## config.mk

```make
export PLATFORM = sky130hd
export DESIGN_NAME = sprite_plotter
export DESIGN_NICKNAME = d
export VERILOG_FILES = /design/src/rtl/sprite_plotter.sv
export SDC_FILE = /design/constraint.sdc
export NUM_CORES = 1
export LEC_CHECK = 0
export ABC_AREA = 1
export CAP_MARGIN = 20
export CORE_ASPECT_RATIO = 0.9
export CORE_MARGIN = 4
export CORE_UTILIZATION = 50
export CTS_BUF_LIST = sky130_fd_sc_hd__clkbuf_16
export CTS_CLUSTER_SIZE = 20
export DETAILED_ROUTE_END_ITERATION = 12
export PLACE_DENSITY = 0.75
export SETUP_SLACK_MARGIN = 0.1
export SYNTH_ARGS = -nofsm -noshare
export SYNTH_HDL_FRONTEND = slang
export SYNTH_SLANG_ARGS = --single-unit
```

## constraint.sdc

```tcl
create_clock -name clock -period 3.62 [get_ports clock]
set_input_delay 0.543 -clock clock [delete_from_list [all_inputs] [get_ports clock]]
set_output_delay 0.543 -clock clock [all_outputs]
set_load 0.02 [all_outputs]
```

## src/rtl/sprite_plotter.sv

```systemverilog
// Erases each sprite slot at its previous anchor and redraws it at the latched anchor,
// emitting one 13-pixel glyph per pass to a VGA pixel writer.
module sprite_plotter #(
    parameter int N_SPRITES = 6,
    parameter int X_MAX     = 159,
    parameter int Y_MAX     = 119
) (
    input  logic                   clock,
    input  logic                   reset,
    input  logic                   start,
    input  logic [N_SPRITES-1:0]   active,
    input  logic [8*N_SPRITES-1:0] pos_x,
    input  logic [7*N_SPRITES-1:0] pos_y,
    input  logic [2:0]             draw_colour,
    output logic [7:0]             x_out,
    output logic [6:0]             y_out,
    output logic [2:0]             colour,
    output logic                   plot,
    output logic                   busy,
    output logic                   done
);

    localparam int SW = (N_SPRITES > 1) ? $clog2(N_SPRITES) : 1;
    localparam logic [SW-1:0] LAST_SLOT = SW'(N_SPRITES - 1);
    localparam logic signed [9:0] XM = 10'(X_MAX);
    localparam logic signed [8:0] YM = 9'(Y_MAX);

    typedef enum logic [2:0] {IDLE, SELECT, ERASE, DRAW, DONE} state_t;

    state_t               state, nstate;
    logic [SW-1:0]        slot, nslot;
    logic [3:0]           k, nk;
    logic                 accept, slot_end;
    logic [N_SPRITES-1:0] act_l, prev_valid;
    logic [7:0]           lat_x  [N_SPRITES];
    logic [6:0]           lat_y  [N_SPRITES];
    logic [7:0]           prev_x [N_SPRITES];
    logic [6:0]           prev_y [N_SPRITES];

    logic                 is_pix, pix_on;
    logic [7:0]           ax;
    logic [6:0]           ay;
    logic signed [3:0]    dx, dy;
    logic signed [9:0]    sx;
    logic signed [8:0]    sy;

    function automatic logic signed [3:0] dx_of(input logic [3:0] idx);
        case (idx)
            4'd0, 4'd1:   dx_of = 4'sd0;
            4'd2:         dx_of = -4'sd1;
            4'd3:         dx_of = -4'sd2;
            4'd4:         dx_of = -4'sd3;
            4'd5:         dx_of = -4'sd4;
            4'd6:         dx_of = -4'sd5;
            4'd7, 4'd8:   dx_of = -4'sd3;
            4'd9, 4'd10:  dx_of = -4'sd4;
            default:      dx_of = -4'sd5;
        endcase
    endfunction

    function automatic logic signed [3:0] dy_of(input logic [3:0] idx);
        case (idx)
            4'd1, 4'd7: dy_of = 4'sd1;
            4'd8:       dy_of = -4'sd1;
            4'd9:       dy_of = 4'sd2;
            4'd10:      dy_of = -4'sd2;
            4'd11:      dy_of = 4'sd3;
            4'd12:      dy_of = -4'sd3;
            default:    dy_of = 4'sd0;
        endcase
    endfunction

    always_comb begin
        nstate   = state;
        nslot    = slot;
        nk       = k;
        accept   = 1'b0;
        slot_end = 1'b0;
        case (state)
            IDLE: begin
                if (start) begin
                    accept = 1'b1;
                    nstate = SELECT;
                    nslot  = '0;
                end
            end
            SELECT: begin
                nk = 4'd0;
                if (prev_valid[slot])  nstate = ERASE;
                else if (act_l[slot])  nstate = DRAW;
                else                   slot_end = 1'b1;
            end
            ERASE: begin
                if (k == 4'd12) begin
                    nk = 4'd0;
                    if (act_l[slot]) nstate = DRAW;
                    else             slot_end = 1'b1;
                end else begin
                    nk = k + 4'd1;
                end
            end
            DRAW: begin
                if (k == 4'd12) slot_end = 1'b1;
                else            nk = k + 4'd1;
            end
            DONE:    nstate = IDLE;
            default: nstate = IDLE;
        endcase
        if (slot_end) begin
            if (slot == LAST_SLOT) begin
                nstate = DONE;
            end else begin
                nstate = SELECT;
                nslot  = slot + 1'b1;
            end
        end
    end

    // Pixel for the upcoming cycle, so the registered outputs line up with the state
    always_comb begin
        is_pix = (nstate == ERASE) || (nstate == DRAW);
        ax     = (nstate == ERASE) ? prev_x[nslot] : lat_x[nslot];
        ay     = (nstate == ERASE) ? prev_y[nslot] : lat_y[nslot];
        dx     = dx_of(nk);
        dy     = dy_of(nk);
        sx     = $signed({2'b00, ax}) + {{6{dx[3]}}, dx};
        sy     = $signed({2'b00, ay}) + {{5{dy[3]}}, dy};
        pix_on = is_pix && (sx >= 10'sd0) && (sx <= XM) && (sy >= 9'sd0) && (sy <= YM);
    end

    always_ff @(posedge clock or posedge reset) begin
        if (reset) begin
            state      <= IDLE;
            slot       <= '0;
            k          <= 4'd0;
            act_l      <= '0;
            prev_valid <= '0;
            plot       <= 1'b0;
            busy       <= 1'b0;
            done       <= 1'b0;
            x_out      <= 8'd0;
            y_out      <= 7'd0;
            colour     <= 3'd0;
        end else begin
            state <= nstate;
            slot  <= nslot;
            k     <= nk;
            if (accept)   act_l <= active;
            if (slot_end) prev_valid[slot] <= act_l[slot];
            plot   <= pix_on;
            busy   <= (nstate == SELECT) || (nstate == ERASE) || (nstate == DRAW);
            done   <= (nstate == DONE);
            x_out  <= is_pix ? sx[7:0] : 8'd0;
            y_out  <= is_pix ? sy[6:0] : 7'd0;
            colour <= (nstate == DRAW) ? draw_colour : 3'd0;
        end
    end

    // Anchors are plain data; only prev_valid decides whether they are used
    always_ff @(posedge clock) begin
        if (accept) begin
            for (int i = 0; i < N_SPRITES; i++) begin
                lat_x[i] <= pos_x[8*i +: 8];
                lat_y[i] <= pos_y[7*i +: 7];
            end
        end
        if (slot_end) begin
            prev_x[slot] <= lat_x[slot];
            prev_y[slot] <= lat_y[slot];
        end
    end

endmodule

```

==> results.sh <==
export IMPL_outcome="finished with violations"
export IMPL_violations="setup timing"
export IMPL_grt_start_max_net_pins=83
export IMPL_finalCritPeriodShare=1.07
export IMPL_clock_sinks=223
export IMPL_grt_pass1_vias=9373
export IMPL_power_mw=5.59
export IMPL_routedWlPerCell_um=18.5
export IMPL_synth_cell_types=39
export IMPL_dp_cells=1663
export IMPL_yosys_top_cells_area="edfxtp_1, nand3_1, dfrtp_1"
export IMPL_tritoncts="yes"
export IMPL_critical_path_class="flip-flop to flip-flop"
export IMPL_layout_nets=1564
export IMPL_die_w_um=165
export IMPL_layout_setup_ws_ns=-0.264
export IMPL_tns_ns=-0.798
export IMPL_max_slew_margin=0.213
export IMPL_portBuffers=122
export IMPL_synth_top_cell_area_share=0.486
export IMPL_cts_buffers=24
export IMPL_drive_gt1_frac=0.266
export IMPL_fmax_ghz=0.257
export IMPL_syn_nets=1295
export IMPL_start_util=0.511
export IMPL_finalClockSkew_ns=0.0275
export IMPL_clkLatencyLatePin_ns=0.55
export IMPL_clockBufferDepth=3
export IMPL_whs_ns=0.495
export IMPL_place_congestion=0.964
export IMPL_antennaDiodeCount=0
export IMPL_hpwl_um=20700
export IMPL_overflow=0
export IMPL_cp_start_kind="flip-flop"
export IMPL_first_pass_iters=6
export IMPL_antenna_found_initial=0
export IMPL_critPathMaxStageDelay_ns=0.44
export IMPL_setup_violations=5
export IMPL_cts_max_level=1
export IMPL_peakVddDrop_mv=0.391
export IMPL_grt_usage=0.250
export IMPL_synth_area_per_cell_um2=9.55
export IMPL_cp_max_fo=8
export IMPL_synthArstFlopShare=0.193
export IMPL_yosys_area_top_type="edfxtp_1"
export IMPL_clk_pin_slew_worst_paths_ns=0.06
export IMPL_totalWireLength_um=32300
export IMPL_final_cells=1741
export IMPL_ys_warn_count=0
export IMPL_cpMaxStageDelayCell="dfrtp_2"
export IMPL_power_density_nw_per_um2=359
export IMPL_min_period_ns=3.88
export IMPL_rows=51
export IMPL_rsz0062_at_grt="yes"
export IMPL_drc=0
export IMPL_seq_area_frac_synth=0.583
export IMPL_crit_arrival_ns=4.34
export IMPL_worst_pin_slew_ns=1.17
export IMPL_die_area_um2=24700
export IMPL_cap_violations=0
export IMPL_hold_class="flip-flop to flip-flop"
export IMPL_fp_dieH_um=149
export IMPL_io_pins=123
export IMPL_first_iter_violations=1271
export IMPL_end_kind="flip-flop"
export IMPL_core_area_um2=21800
export IMPL_vias_per_cell=5.59
export IMPL_area_delta_synth_final_pct=40.2
export IMPL_p_leak_nw=6.63
export IMPL_hold_viol=0
export IMPL_grt_pass1_wl_um=48200
export IMPL_synth_edf_count=180
export IMPL_syn_cell_area_um2=11100
export IMPL_postRouteAntennaNets=0
export IMPL_fillerInstances=1415
export IMPL_critPathRequiredTime_ns=4.08
export IMPL_ys_flop_type="edfxtp_1"
export IMPL_num_vias=9727
export IMPL_synthCells=1163
export IMPL_drv_slew=0
export IMPL_synth_seq_cells=223
export IMPL_root_buffer="clkbuf_16"
export IMPL_crit_top_cell="nand2_1"
export IMPL_pre_cts_ws_ns=-0.452
==> area by class of cell <==
cell class              instances  area [µm²]  share of cell area
well taps                     291         364              0.0234
flip-flops and latches        223        6480               0.416
repair buffers                299        2840               0.183
clock buffers                  24         601              0.0386
clock inverters                20         287              0.0184
inverters                     160         617              0.0396
multi-input cells             724        4380               0.281
==> metrics by stage <==
| stage | util | cell area, µm² |
|---|---|---|
| floorplan | - | 11100 |
| global route | 0.716 | 15600 |
| global placement | 0.623 | 13500 |
| CTS | 0.686 | 14900 |
| finish | 0.716 | 15600 |
| detailed placement | 0.623 | 13500 |
==> flip-flops by register name (all words and copies together) (netlist names), 4 cells and up <==
name        count
lat_x          48
prev_x         48
lat_y          42
prev_y         42
x_out           8
y_out           7
act_l           6
prev_valid      6
k               4
==> cells in the final DEF, fill, tap and decap left out, types with 6 or more instances in the layout <==
master           count
xnor2_1              6
nand2_1            232
clkbuf_16           26
buf_6               13
edfxtp_1           180
clkdlybuf4s50_1    122
a22oi_1             15
inv_2               18
nand3_1            184
nand3_2             47
buf_4              145
ha_1                16
o21ai_0             28
bufinv_16            6
a21oi_2              6
a21oi_1             25
inv_1              138
nor2_4               6
ha_4                11
nor2_1              33
dfrtp_1             40
buf_12              14
nand4_1             22
nand2_2             40
==> synth_stat cells, types with 2 or more instances <==
library cell and instances:
a21oi_1 33, a22oi_1 15, a31oi_1 3, buf_2 26, buf_4 11, buf_6 6
clkbuf_1 12, dfrtp_1 43, edfxtp_1 180, fa_1 2, ha_1 28, inv_1 153
inv_2 7, nand2_1 270, nand2_2 6, nand2_4 2, nand3_1 234, nand4_1 22
nor2_1 39, nor2_2 3, nor2_4 2, nor3_1 4, nor3b_1 2, nor4_1 2
o21a_1 5, o21ai_0 30, xnor2_1 6, xor2_1 6
==> cell families after synthesis <==
| group | Yosys count | synth area share |
|---|---|---|
| AO/OA/AOI/OAI | 92 | 0.0481 |
| adder cells (fa/ha/maj) | 30 | 0.0351 |
| AND/OR/NAND/NOR | 590 | 0.240 |
| flip-flops | 223 | 0.583 |
| buffers and inverters | 216 | 0.0837 |
| XOR/XNOR | 12 | 0.00946 |
==> power breakdown <==
group | internal, mW | switching, mW | leakage (nW) | total, mW
Clock | 1.65 | 1.06 | 0.430 | 2.71
Sequential | 2.76 | 0.000368 | 2.10 | 2.76
Combinational | 0.0977 | 0.0294 | 4.10 | 0.127
Total | 4.51 | 1.09 | 6.63 | 5.59
==> critical path, delay by kind of cell, from the launching register on <==
family / cells / cell delay [ns]
xor+xnor: 1 / 0.14
simple gates: 17 / 1.70
fa+ha+maj: 1 / 0.30
buf+inv: 7 / 0.93
compound gates: 2 / 0.28
flops: 1 / 0.44
==> worst paths after layout <==
path | start | end | slack (ns) | cells after the start
min in group asynchronous | reset | slot[2] | 0.51 | 2
worst max register to register | slot[0] | plot | -0.26 | 28
worst min register to register | prev_valid[2] | prev_valid[2] | 0.50 | 1
max in group asynchronous | reset | slot[1] | 2.51 | 2
worst max-delay path | slot[0] | plot | -0.26 | 28
worst min-delay path | prev_valid[2] | prev_valid[2] | 0.50 | 1
==> layer usage <==
metal	GRT usage	routed length, µm	vias up
met3	0.0476	3200	127
met1	0.334	12300	4509
met5	0	0	-
met2	0.401	15200	626
met4	0.106	1610	0
li1	-	-	4465
==> what timing repair did <==
action                     4_1_cts  5_1_grt
pin swaps                       36       71
resized for setup               78      116
cloned                           1        3
setup buffers                   19       12
hold buffers                     0        0
setup endpoints to repair        9       11
(Power assumes the default switching activity.)
==> RTL change (same flow settings) <==
Set the parameter `N_SPRITES` to 3 (it was 6).
--- a/src/rtl/sprite_plotter.sv
+++ b/src/rtl/sprite_plotter.sv
@@ -1,7 +1,7 @@
 // Erases each sprite slot at its previous anchor and redraws it at the latched anchor,
 // emitting one 13-pixel glyph per pass to a VGA pixel writer.
 module sprite_plotter #(
-    parameter int N_SPRITES = 6,
+    parameter int N_SPRITES = 3,
     parameter int X_MAX     = 159,
     parameter int Y_MAX     = 119
 ) (
Ports: changed (resized active, pos_x and pos_y); port bits go from 123 to 75. No check against the original RTL was run, so the function may have changed too.
==> RTL change against the original RTL <==
First-iteration DRC count fell by 58%. Cell area fell by 44%. Clock skew fell by 21 ps. Worst setup slack improved by 520 ps. Wire length fell by 52%. Sequential cell count fell by 97. Synthesized area fell by 39%. Critical path depth fell by 5. Synthesized cell count fell by 34%. Global-route usage fell by 4.9 points. Critical path type unchanged.
Power is left out: the tool's default activity adds up to more than one toggle a clock period on the data nets, which glitch-free logic cannot reach.
==> RTL change: results (changes against the original RTL) <==
outcome = finished, final reports clean (was finished with violations)
Setup Skew = 6.77 ps (was 27.5 ps)
global-route wire length before repair = 24.6 mm (was 48.2 mm)
GP Congestion = 0.842 (was 0.964)
Critical Path RT = 3960 ps (was 4080 ps)
Top Registers = lat_x x24, prev_x x24 (was lat_x x48, prev_x x48)
register area share after synthesis = 53.3% (was 58.3%)
clock-pin slew of the registers on the worst-case setup and hold paths = 60 ps (about the same)
GR Util All Layers = 20.1% (was 25.0%)
xor-xnor portion of the synthesized cell area = 0.388% (was 0.946%)
complex-gate fraction of the synthesized area = 4.81% (about the same)
wire per inst = 14.6 um (was 18.5 um)
pin count of the biggest net entering global routing = 50 (was 83)
Clock Path Buffers = 2 (was 3)
First-pass DRT Iterations = 5 (was 6)
layout cells sized above 1 = 16.1% (was 26.6%)
dominant cells by area after synthesis = edfxtp_1 (40%), nand2_1 (14%), dfrtp_1 (13%), inv_1 (5.2%), nand3_1 (5.1%) (was edfxtp_1 (49%), nand3_1 (11%), dfrtp_1 (9.7%), nand2_1 (9.1%), inv_1 (5.2%))
syn_nets = 852 (was 1295)
number of global-route vias before repair = 5093 (was 9373)
synth cell count leaders = nand2_1 (259), inv_1 (93), edfxtp_1 (90) (was nand2_1 (270), nand3_1 (234), edfxtp_1 (180))
Via density = 5.14 (was 5.59)
HPWL Detailed = 10.4 mm (was 20.7 mm)
CTS H-Tree Depth = 4 (was 1)
Slew HR = 52.4% (was 21.3%)
count of cell types in the netlist = 38 (was 39)
dpl ws = 45.5 ps (was -452 ps)
Async SR Flop Fraction = 28.6% (was 19.3%)
IO Port Bufs = 74 (was 122)
Synth Area in Adders = 5.40% (was 3.51%)
Final nets = 968 (was 1564)
Crit Path Max Fanout = 9 (was 8)
yosys warns = 0 (unchanged)
slowest stage delay, CP = 480 ps (was 440 ps)
Starting DRT DRC Count = 536 (was 1271)
==> RTL change: metal layers <==
metal  vias up  share of wire (%)  GRT usage (%)
li1       2739                  -              -
met1      2514                 45           28.9
met2       214                 46           30.4
met3        16                7.5           5.42
met4         0                1.0           4.88
met5         -                  0              0
==> RTL change: tightest hold or removal path, delay by kind of cell, from the launching register on <==
family	cells	cell delay, ps
flip-flops	1	340
AND/OR/NAND/NOR	2	120
==> RTL change: cells by family after synthesis <==
kind of cell,count (synthesis)
buf+inv,119
fa+ha+maj,28
simple gates,442
compound gates,52
xor+xnor,3
flops,126
==> RTL change: layout make-up <==
cell class | count | area (um^2)
Inverter | 97 | 369
Timing Repair Buffer | 117 | 1120
Fill cell | 1063 | 4560
Clock inverter | 13 | 87.6
Sequential cell | 126 | 3610
Multi-Input combinational cell | 527 | 2890
Tap cell | 168 | 210
Clock buffer | 19 | 475
==> RTL change: worst paths after layout <==
path                           from        end  slack [ps]  cells past startpoint
max                         slot[1]       plot         260                     23
min                        act_l[0]   act_l[0]         480                      2
max reg2reg                 slot[1]       plot         260                     23
min reg2reg                act_l[0]   act_l[0]         480                      2
max in group asynchronous     reset   x_out[2]        2400                      3
min in group asynchronous     reset  colour[2]         530                      2
==> RTL change: timing repair <==
action,4_1_cts,5_1_grt
hold endpoints to repair,0,0
cloned,0,2
gates resized for setup,4,51
pin swaps,0,8
setup buffers,0,9
setup endpoints to repair,1,9
==> RTL change: stage by stage <==
stage | cells | area [um^2] | hold slack [ps]
floorplan | 770 | 6790 | 443
global placement | 1024 | 7860 | 467
detailed placement | 1024 | 7860 | 467
CTS | 1056 | 8440 | 484
global route | 1067 | 8750 | 503
finish | 1067 | 8750 | 483
